$ cat src/rtl/line_decoder_seq_pkg.sv
// Shared definitions for the line-select decoder used by the storage arrays
// (register file and cache tag/data/valid arrays).
//
// Contents:
//   state_e   - two-state controller encoding (ST_IDLE / ST_SWEEP)
//   lines_of  - number of selectable lines for a given address width
package line_decoder_seq_pkg;

  // Controller states. Encoding is fixed so checkers can bind to the raw bit.
  typedef enum logic {
    ST_IDLE  = 1'b0,
    ST_SWEEP = 1'b1
  } state_e;

  // Number of lines addressed by an aw-bit index.
  function automatic int lines_of(input int aw);
    return 1 << aw;
  endfunction

endpackage : line_decoder_seq_pkg

$ cat src/rtl/line_decoder_seq_onehot_decoder.sv
// Purely combinational binary-to-one-hot decoder.
//
// Ports:
//   addr_i   [ADDR_W]       binary line index
//   onehot_o [2**ADDR_W]    bit addr_i set, all other bits clear
module onehot_decoder
  import line_decoder_seq_pkg::*;
#(
  parameter int ADDR_W = 7
) (
  input  logic [ADDR_W-1:0]           addr_i,
  output logic [lines_of(ADDR_W)-1:0] onehot_o
);

  localparam int LINES = lines_of(ADDR_W);

  // One equality compare per output line; exactly one matches any index.
  for (genvar i = 0; i < LINES; i++) begin : g_line
    assign onehot_o[i] = (addr_i == ADDR_W'(i));
  end

endmodule : onehot_decoder

$ cat src/rtl/line_decoder_seq.sv
// Registered N-to-2^N line-select decoder with a single-access path and a
// full-array sweep path (flush / valid-bit clear).
//
// Handshake: a request transfers on a rising edge where req_valid and
// req_ready are both high. req_ready is the only combinational
// input-to-output path; the requester must hold req_valid/req_addr stable
// until the transfer happens. All other outputs come straight from flops.
//
// Ports:
//   clk          clock, rising edge
//   rst_n        asynchronous active-low reset
//   req_valid    single-access request present
//   req_addr     line index of the request
//   req_ready    request can be accepted this cycle
//   sweep_start  begin a full-array sweep (honoured only when idle)
//   sweep_busy   sweep in progress
//   sweep_done   one-cycle pulse in the cycle after the last swept line
//   line_sel     registered one-hot line select, zero when idle
//   line_valid   line_sel holds a live selection
//   line_idx     binary index of the selected line (zero when not valid)
module line_decoder_seq
  import line_decoder_seq_pkg::*;
#(
  parameter int ADDR_W = 7
) (
  input  logic                        clk,
  input  logic                        rst_n,
  input  logic                        req_valid,
  input  logic [ADDR_W-1:0]           req_addr,
  output logic                        req_ready,
  input  logic                        sweep_start,
  output logic                        sweep_busy,
  output logic                        sweep_done,
  output logic [lines_of(ADDR_W)-1:0] line_sel,
  output logic                        line_valid,
  output logic [ADDR_W-1:0]           line_idx
);

  localparam int LINES = lines_of(ADDR_W);
  localparam logic [ADDR_W-1:0] LAST_IDX = ADDR_W'(LINES - 1);

  state_e            state_q, state_d;
  logic [ADDR_W-1:0] cnt_q,   cnt_d;
  logic [LINES-1:0]  sel_q,   sel_d;
  logic              valid_q, valid_d;
  logic [ADDR_W-1:0] idx_q,   idx_d;
  logic              done_q,  done_d;

  logic [LINES-1:0]  dec_out;

  // State register: controller state, sweep counter and all registered
  // outputs.
  always_ff @(posedge clk or negedge rst_n) begin
    if (!rst_n) begin
      state_q <= ST_IDLE;
      cnt_q   <= '0;
      sel_q   <= '0;
      valid_q <= 1'b0;
      idx_q   <= '0;
      done_q  <= 1'b0;
    end else begin
      state_q <= state_d;
      cnt_q   <= cnt_d;
      sel_q   <= sel_d;
      valid_q <= valid_d;
      idx_q   <= idx_d;
      done_q  <= done_d;
    end
  end

  // Next-state logic. idx_d is the mux of request address and next counter
  // value; it feeds the single shared decoder.
  always_comb begin
    state_d = state_q;
    cnt_d   = cnt_q;
    valid_d = 1'b0;
    idx_d   = '0;
    done_d  = 1'b0;
    case (state_q)
      ST_IDLE: begin
        if (sweep_start) begin
          // Sweep wins over a simultaneous request; the request stays pending.
          state_d = ST_SWEEP;
          cnt_d   = '0;
          valid_d = 1'b1;
          idx_d   = '0;
        end else if (req_valid) begin
          valid_d = 1'b1;
          idx_d   = req_addr;
        end
      end
      ST_SWEEP: begin
        if (cnt_q == LAST_IDX) begin
          // Terminal compare ends the sweep, so the counter never wraps.
          state_d = ST_IDLE;
          cnt_d   = '0;
          done_d  = 1'b1;
        end else begin
          cnt_d   = cnt_q + ADDR_W'(1);
          valid_d = 1'b1;
          idx_d   = cnt_q + ADDR_W'(1);
        end
      end
      default: begin
        state_d = ST_IDLE;
        cnt_d   = '0;
      end
    endcase
  end

  onehot_decoder #(
    .ADDR_W (ADDR_W)
  ) u_dec (
    .addr_i   (idx_d),
    .onehot_o (dec_out)
  );

  // Gate the decoder so an idle cycle registers an all-zero select.
  assign sel_d = valid_d ? dec_out : '0;

  // Output logic.
  always_comb begin
    req_ready  = (state_q == ST_IDLE) && !sweep_start;
    sweep_busy = (state_q == ST_SWEEP);
  end

  assign sweep_done = done_q;
  assign line_sel   = sel_q;
  assign line_valid = valid_q;
  assign line_idx   = idx_q;

endmodule : line_decoder_seq

$ cat config.mk
export PLATFORM = sky130hd
export DESIGN_NAME = line_decoder_seq
export DESIGN_NICKNAME = d
export VERILOG_FILES = /design/src/rtl/line_decoder_seq_pkg.sv /design/src/rtl/line_decoder_seq_onehot_decoder.sv /design/src/rtl/line_decoder_seq.sv
export SDC_FILE = /design/constraint.sdc
export NUM_CORES = 1
export LEC_CHECK = 0
export CELL_PAD_IN_SITES_DETAIL_PLACEMENT = 1
export CELL_PAD_IN_SITES_GLOBAL_PLACEMENT = 1
export CORE_MARGIN = 2
export CORE_UTILIZATION = 55
export CTS_BUF_LIST = sky130_fd_sc_hd__clkbuf_2
export CTS_CLUSTER_SIZE = 14
export DETAILED_ROUTE_END_ITERATION = 10
export DONT_BUFFER_PORTS = 1
export PLACE_DENSITY = 0.86
export SLEW_MARGIN = 5
export SYNTH_ARGS = -nofsm -noshare
export SYNTH_HDL_FRONTEND = slang
export SYNTH_SLANG_ARGS = --single-unit
$ cat constraint.sdc
create_clock -name clk -period 4.2 [get_ports clk]
set_clock_uncertainty 0.15 [all_clocks]
set_input_delay 0.63 -clock clk [delete_from_list [all_inputs] [get_ports clk]]
set_output_delay 0.63 -clock clk [all_outputs]
set_load 0.005 [all_outputs]
# == After elaboration in Yosys (flattened, before gate mapping) ==
# Index checks and enable logic that the tools add are counted.
# classes
add_sub_neg,1
n_reduce_logical,3
eq_ne,129
bitwise_logic,1
n_mux,15
# ops
op,n
$eq A7 B7 Y1 const B,65
$eq A7 B6 Y1 const B,32
$mux W128,1
$eq A7 B5 Y1 const B,16
$eq A7 B4 Y1 const B,8
$eq A7 B3 Y1 const B,4
$mux W7,4
$pmux W7 S2,2
$eq A7 B2 Y1 const B,2
$add A7 B1 Y7 const B,1
$eq A7 B1 Y1 const B,1
$logic_not A7 Y1,1
$mux W1,6
$pmux W1 S2,2
$ne A2 B2 Y1 const B,1
$logic_and A1 B1 Y1,1
$logic_not A1 Y1,1
$not A1 Y1,1
# totals
input_bits,11
elab_cells,155
output_inout_bits,139
reg_bits,145

# == Longest topological paths before layout ==
# Gate-level depths: netlist of run 1.
# depth
depth_word,5
mapped_depth,10
mapped_depth_nobuf,7

# == Cells and area by module ==
# A second synthesis of run 1 with hierarchy kept.
# hier_totals
hier_cells,530
hier_area_um2,5763.0
# modules_own_cells
module,area_each_um2,n_inst,cells_each,seq_area_each_um2
line_decoder_seq,4857.2,1,348,3628.5
onehot_decoder,905.9,1,182,0.0

# == Worst setup path before layout of run 1 ==
# OpenSTA, ideal clock, no wires.
# synth_path
path_kind,register to register
startpoint,reg cnt_q[0]
endpoint,reg sel_q[52] (netlist: line_sel[52])
period_less_slack_ns,2.055
setup_ns,0.082
path_buffers,3
arrival_ns,1.822
slack_ns,2.145
path_stages_with_launch,11
required_time_ns,3.968
cell_sequence,dfrtp_1 -> ha_1 -> buf_2 -> nand3_4 -> a32oi_1 -> and2_1 -> buf_4 -> inv_4 -> or2_1 -> buf_2 -> nor3_2
# synth_via
elab_chain_cells,5
elab_cells_between_ends,8
classes_between,add/sub: 1; eq/ne: 2; mux: 5
# synth_rtl
item,line_no,text
from (decl),line_decoder_seq.sv:43,"logic [ADDR_W-1:0] cnt_q, cnt_d;"
from (signal assigned),line_decoder_seq.sv:63,cnt_q <= cnt_d;
$add A7 B1 Y7 or $eq A7 B7 Y1 (tied branches),"line_decoder_seq.sv:101, line_decoder_seq.sv:93",
$mux W7,line_decoder_seq.sv:93,if (cnt_q == LAST_IDX) begin
$pmux W7 S2,line_decoder_seq.sv:79,case (state_q)
$eq A7 B6 Y1,line_decoder_seq_onehot_decoder.sv:19,assign onehot_o[i] = (addr_i == ADDR_W'(i));
$mux W128 (*),line_decoder_seq.sv:119,assign sel_d = valid_d ? dec_out : '0;
via sel_d[52],line_decoder_seq.sv:44,"logic [LINES-1:0] sel_q, sel_d;"
to (signal assigned),line_decoder_seq.sv:64,sel_q <= sel_d;
to (decl),line_decoder_seq.sv:44,
# Mark *: on every way through the listed nets, which the timed path passes. The rest lies on a longest branch.
# A chain may end at the register's enable or synchronous reset.

# == Worst setup path in the final report of run 1 ==
# layout_path
startpoint,reg state_q (netlist: sweep_busy)
endpoint,reg sel_q[22] (netlist: line_sel[22])
# layout_via
elab_chain_cells,4
elab_cells_between_ends,5
classes_between,eq/ne: 1; mux: 3; bitwise: 1
# layout_rtl
item,line_no,text
from (decl),line_decoder_seq.sv:42,"state_e state_q, state_d;"
from (signal assigned),line_decoder_seq.sv:62,state_q <= state_d;
$not A1 Y1,--,
$pmux W7 S2,line_decoder_seq.sv:79,
$eq A7 B5 Y1,line_decoder_seq_onehot_decoder.sv:19,
$mux W128 (*),line_decoder_seq.sv:119,
via sel_d[22],line_decoder_seq.sv:44,
# Marked as above.

==> results of run 1 <==
-- final cells by class --
class                           count  share of cell area [%]
Clock buffer                       19                    1.68
Timing Repair Buffer                8                    1.68
Inverter                            5                   0.397
Clock inverter                     13                    3.05
Sequential cell                   145                    64.0
Multi-Input combinational cell    252                    26.3
Tap cell                          129                    2.85
-- cells in the mapped netlist (all sizes together) (3+ instances only) --
| cell | number |
|---|---|
| a21oi | 4 |
| a22oi | 3 |
| buf | 23 |
| dfrtp | 145 |
| inv | 4 |
| nand2 | 26 |
| nand3 | 20 |
| nand4 | 9 |
| nor2 | 69 |
| nor2b | 3 |
| nor3 | 41 |
| nor4 | 26 |
| o211ai | 3 |
| o21a | 4 |
| o21ai | 12 |
-- worst register-to-register path, stage by stage (launching register included) --
cell	delay (ns)
dfrtp_1	0.95
nor3b_2	0.12
buf_4	0.23
a32oi_1	0.15
and2_1	0.73
inv_4	0.24
or2_1	0.46
nor2_1	0.20
-- flip-flops by register name, indices dropped and copies added (netlist names) --
name	flops
sweep_done	1
line_idx	7
line_valid	1
sweep_busy	1
cnt_q	7
line_sel	128
-- layer usage --
layer	vias to the layer above	share of wire, %	GRT usage (%)
met1	1793	38	34.5
met5	-	0	0
met3	29	8.5	8.96
met4	0	1.9	10.4
met2	179	52	46.8
li1	1477	-	-
-- report_power, final --
part / switching [mW] / leakage [nW] / internal (mW) / total, mW
clock network: 0.535 / 0.154 / 0.349 / 0.884
logic: 0.940 / 0.460 / 0.243 / 1.18
registers: 0.143 / 1.99 / 1.53 / 1.67
-- through the flow --
| step | std cells | area, sq um |
|---|---|---|
| after global placement | 532 | 5310 |
| after detailed placement | 532 | 5310 |
| after floorplan | 427 | 5300 |
| after CTS | 571 | 5670 |
| after global routing | 571 | 5670 |
| final | 571 | 5670 |
-- final timing paths --
path | start | endpoint | cells past startpoint
setup reg to reg | sweep_busy$_DFF_PN0_ | line_sel[22]$_DFF_PN0_ | 7
setup / recovery | sweep_busy$_DFF_PN0_ | line_sel[22]$_DFF_PN0_ | 7
hold / removal | sweep_start | sweep_busy$_DFF_PN0_ | 2
max in group asynchronous | rst_n | line_sel[124]$_DFF_PN0_ | 2
hold reg to reg | cnt_q[0]$_DFFE_PN0N_ | cnt_q[0]$_DFFE_PN0N_ | 2
min in group asynchronous | rst_n | line_sel[89]$_DFF_PN0_ | 2
-- kinds of logic after synthesis --
kind of cell             synth area share, %
AND/OR/NAND/NOR                         21.3
flip-flops                              68.4
AO/OA/AOI/OAI                           5.59
buffers and inverters                   3.44
XOR/XNOR                               0.637
multiplexers                           0.377
adder cells (fa/ha/maj)                0.236
-- repair_timing --
action / CTS / global route
setup buffers: 0 / 0
hold buffers: 7 / 0
endpoints found under the setup margin: 0 / 0
endpoints found under the hold margin: 149 / 0
==> reports/results.tsv, run 1 <==
stage	metric	value	unit
power_and_ir_drop	Power, Total	3.74	mW
worst_setup_path	Worst setup EP type	register	
clock_network	clock-pin transition on the worst setup and hold timing paths	0.23	ns
worst_setup_path	CP Buf/Inv Count	2	
clock_network	# resized after CTS	0	
clock_network	clk_lat worst skew	0.69	ns
synth	synth top area cells	dfrtp_1, nor2_1, nor3_1, nor4_1, nand2_1	
timing	setup slack after layout	0.912	ns
placement	RD Place Congestion	0.871	
synth	Cell variety after synth	54	
final_layout	most frequent cells in the layout	dfrtp_1, nor2_1, nor3_1, nand2_1, nor4_1	
synth	async set-reset flop share out of synthesis	100	%
grt	largest net degree at the start of global routing	146	
detailed_routing	wire per inst	24.7	microns
timing	Final Hold Fails	0	
timing	RSZ-0062 raised after global routing	no	
placement	pre-CTS WS	0.986	ns
worst_setup_path	critical path startpoint category	register	
final_layout	nets	441	
grt	global route overflow	0	
die	Die X-Extent	102	microns
placement	DP HPWL	9.19	mm
worst_setup_path	CP Data Required Time	4.69	ns
power_and_ir_drop	PwrDens	660	nW/um^2
detailed_routing	post-route ant nets	0	
clock_network	H-tree lvl count	4	
timing	Final setup viols	0	
timing	WHS	0.0740	ns
detailed_routing	final WL	14.1	mm
placement	port bufs	0	
clock_network	clock buffer depth	2	
worst_setup_path	Worst path top cell family by delay	simple AND/OR/NAND/NOR gates	
timing	Max Fclk	0.304	GHz
die	Die Area	10400	sq um
timing	Worst-Margin Slew	1.00	ns
synth	syn_area_per_cell	12.4	sq um
job	max_cap viols	0	
worst_setup_path	slowest CP cell	dfrtp_1	
final_layout	layout cell share with drive strength beyond 1	14.9	%
timing	max-slew violation count	0	
clock_network	CTS Buf Count	17	
final_layout	Area Growth Syn to Fin	6.86	%
synth	cell taking the most area after synthesis	dfrtp_1	
worst_setup_path	max incr delay on CP	0.95	ns
clock_network	TritonCTS clock tree	built	
final_layout	Core Util, Final	61.1	%
detailed_routing	1st-pass router iterations	4	
timing	Final Cycle Share	78.3	%
die	Core Box Area	9280	sq um
power_and_ir_drop	Leak	2.60	nW
detailed_routing	Starting DRT DRC Count	246	
synth	top cell type's share of synthesized area	68.4	%
synth	syn_nets	439	
worst_setup_path	Worst Path Max Fanout	25	
synth	post-synthesis sequential area ratio	68.4	%
outcome	outcome	complete, no violations	
timing	Tmin final	3.29	ns
timing	Slew HR	33.2	%
grt	All-Layer GR Usage	28.1	%
die	Die Span Y	102	microns
worst_setup_path	r2r setup slk	0.91	ns
synth	Cell Area, Synth	5300	sq um
hold_path	type of the worst min-delay path	in2reg	
grt	vias in the first global route	3704	
grt	first-pass GRT wire length	21.4	mm
detailed_routing	vias post-DR	3478	
clock_network	root buffer selected by CTS	clkbuf_2	
synth	Syn. warnings	0	
final_layout	footprint of the multi-input gates	1490	sq um
synth	Synth Flop Type	dfrtp_1	
die	num rows	35	
die	Starting Density	57.1	%
synth	Syn Inst Count	427	
timing	Setup TNS Final	0	ns
worst_setup_path	CP arrival	3.77	ns
worst_setup_path	Setup CP Type	reg2reg	
synth	register bit total from synthesis	145	
synth	EDFF count, synth	0	
final_layout	most common cell after layout, fill and taps aside	dfrtp_1	
die	Top-Level Pins	150	
detailed_routing	# DRC	0	
worst_setup_path	worst-path cell chain	nor3b_2, buf_4, a32oi_1, and2_1, inv_4, or2_1, nor2_1	
power_and_ir_drop	Max VDD drop	0.298	mV
clock_network	Sink Count	145	
detailed_routing	via/cell ratio	6.09	
grt	initial antenna violation count	0	
final_layout	Inserted Diodes	0	
final_layout	# fillers	946	
final_layout	FF+latch area	3630	sq um
(Power assumes the default switching activity.)
==> run 2: changes to the inputs <==
- CORE_UTILIZATION: 55 -> 51
- PLACE_DENSITY: 0.86 -> 0.81
- clock period: 4.2 -> 3.2 ns (I/O delays scaled with it)
==> reports/results.tsv, run 2 (same netlist as run 1, synthesis figures left out) <==
stage	metric	value	unit
timing	Slew HR	35.1	%
final_layout	layout cell share with drive strength beyond 1	14.8	%
grt	largest net degree at the start of global routing	146	
timing	RSZ-0062 raised after global routing	no	
worst_setup_path	Worst Path Max Fanout	9	
worst_setup_path	slowest CP cell	o211ai_1	
worst_setup_path	worst-path cell chain	ha_1, nand3_4, o21ai_1, a21oi_1, o211ai_1, nor2_1	
job	max_cap viols	0	
worst_setup_path	Setup CP Type	reg2reg	
placement	pre-CTS WS	0.489	ns
worst_setup_path	CP Data Required Time	3.57	ns
final_layout	nets	446	
placement	port bufs	0	
clock_network	CTS Buf Count	17	
detailed_routing	final WL	13.9	mm
power_and_ir_drop	internal cell power	2.87	mW
detailed_routing	via/cell ratio	5.89	
final_layout	most common cell after layout, fill and taps aside	dfrtp_1	
timing	max-slew violation count	0	
worst_setup_path	critical path startpoint category	register	
detailed_routing	post-route ant nets	0	
timing	Worst-Margin Slew	0.969	ns
timing	Setup TNS Final	0	ns
final_layout	Area Growth Syn to Fin	7.43	%
grt	global route overflow	0	
clock_network	H-tree lvl count	4	
grt	vias in the first global route	3608	
detailed_routing	vias post-DR	3436	
placement	placed instance area	5350	sq um
die	Die Area	11200	sq um
clock_network	CTS Hold Bufs	8	
die	Die Span Y	106	microns
power_and_ir_drop	clock share of power	23.9	%
final_layout	Post-Layout Cell Count	583	
power_and_ir_drop	PwrDens	855	nW/um^2
outcome	failing checks	hold timing	
placement	DP HPWL	9.05	mm
die	Top-Level Pins	150	
power_and_ir_drop	Max VDD drop	0.288	mV
power_and_ir_drop	combinational fraction of design power	30.9	%
worst_setup_path	CP arrival	3.13	ns
die	Starting Density	51.8	%
detailed_routing	Starting DRT DRC Count	178	
clock_network	Sink Count	145	
clock_network	root buffer selected by CTS	clkbuf_2	
power_and_ir_drop	Sw Share	41.1	%
clock_network	clock buffer depth	2	
worst_setup_path	Worst path top cell family by delay	compound AO/OA/AOI/OAI gates	
die	Die X-Extent	106	microns
timing	Final Hold Fails	145	
placement	RD Place Congestion	0.882	
worst_setup_path	max incr delay on CP	0.79	ns
clock_network	clock-pin transition on the worst setup and hold timing paths	0.20	ns
final_layout	Largest register FFs	128	
final_layout	most frequent cells in the layout	dfrtp_1, nor2_1, nor3_1, nand2_1, clkbuf_2	
clock_network	# resized after CTS	0	
power_and_ir_drop	reported net switching power	2.00	mW
detailed_routing	# DRC	0	
outcome	outcome	complete, but fails checks	
timing	Tmin final	2.76	ns
grt	initial antenna violation count	0	
hold_path	type of the worst min-delay path	in2async	
worst_setup_path	Worst setup EP type	register	
clock_network	clk_lat worst skew	0.68	ns
timing	Max Fclk	0.363	GHz
timing	Final Cycle Share	86.2	%
clock_network	TritonCTS clock tree	built	
final_layout	Inserted Diodes	0	
detailed_routing	wire per inst	23.8	microns
detailed_routing	1st-pass router iterations	4	
grt	All-Layer GR Usage	25.6	%
final_layout	design area	5700	sq um
power_and_ir_drop	Leak	2.62	nW
power_and_ir_drop	Reg power frac	45.2	%
timing	setup slack after layout	0.442	ns
placement	placed cells	543	
die	Core Box Area	10200	sq um
die	num rows	37	
grt	first-pass GRT wire length	21.1	mm
worst_setup_path	CP Buf/Inv Count	0	
timing	Final setup viols	0	
timing	WHS	-0.704	ns
clock_network	Post-CTS Setup Bufs	0	
run 2: cell types whose count changed in the layout (fill, tap and decap cells not counted), moves of 2 or more:
cell	previous run	this run
dlygate4sd3_1	6	8
buf_4	1	5
inv_6	5	1
clkbuf_2	19	21
clkinv_1	0	3
clkinvlp_4	3	1
run 2: final cells by class:
type / count / area [sq um]
clock buffers: 21 / 105
clock inverters: 11 / 161
fillers: 1056 / 4530
inverters: 5 / 22.5
multi-input cells: 252 / 1490
flip-flops and latches: 145 / 3630
well taps: 136 / 170
repair buffers: 13 / 118
run 2: worst register-to-register path, cell delays in order, from the launching register on:
cell and delay, ns:
dfrtp_1 0.48, ha_1 0.38, nand3_4 0.19, o21ai_1 0.35, a21oi_1 0.13, o211ai_1 0.79
nor2_1 0.13
run 2: path summary, 6_finish.rpt:
kind                                            from                      to  slack [ns]  cells after the start
worst max-delay path            cnt_q[1]$_DFFE_PN0N_  line_sel[75]$_DFF_PN0_        0.44                      6
worst min-delay path                           rst_n  line_sel[12]$_DFF_PN0_       -0.70                      0
worst max register to register  cnt_q[1]$_DFFE_PN0N_  line_sel[75]$_DFF_PN0_        0.44                      6
worst min register to register  cnt_q[0]$_DFFE_PN0N_    cnt_q[0]$_DFFE_PN0N_        0.49                      2
max in group asynchronous                      rst_n  line_sel[47]$_DFF_PN0_        3.39                      0
min in group clk                         req_addr[6]  line_sel[40]$_DFF_PN0_        0.05                      4
run 2: power groups by stage:
stage          clock, mW  sequential [mW]  combinational (mW)
6_report            1.17             2.20                1.50
3_3_place_gp           0             2.22                1.42
3_5_place_dp           0             2.24                1.47
2_1_floorplan          0             2.12                1.17
5_1_grt             1.26             2.22                1.63
4_1_cts             1.17             2.20                1.50
run 2: through the flow:
stage,power (mW),utilization [%]
floorplan,3.29,-
global placement,3.64,52.3
detailed placement,3.71,52.3
CTS,4.87,55.7
global route,5.11,55.7
finish,4.87,55.7
run 2: per-layer routing:
metal | global-route usage [%] | share of wire, %
met1 | 32.0 | 42
met2 | 43.5 | 52
met3 | 7.54 | 5.3
met4 | 7.80 | 1.1
met5 | 0 | 0
==> run 3: changes to the inputs <==
- CAP_MARGIN: default -> 25
==> results of run 3 <==
Final layout, timing and power as in run 2 (identical DEF).
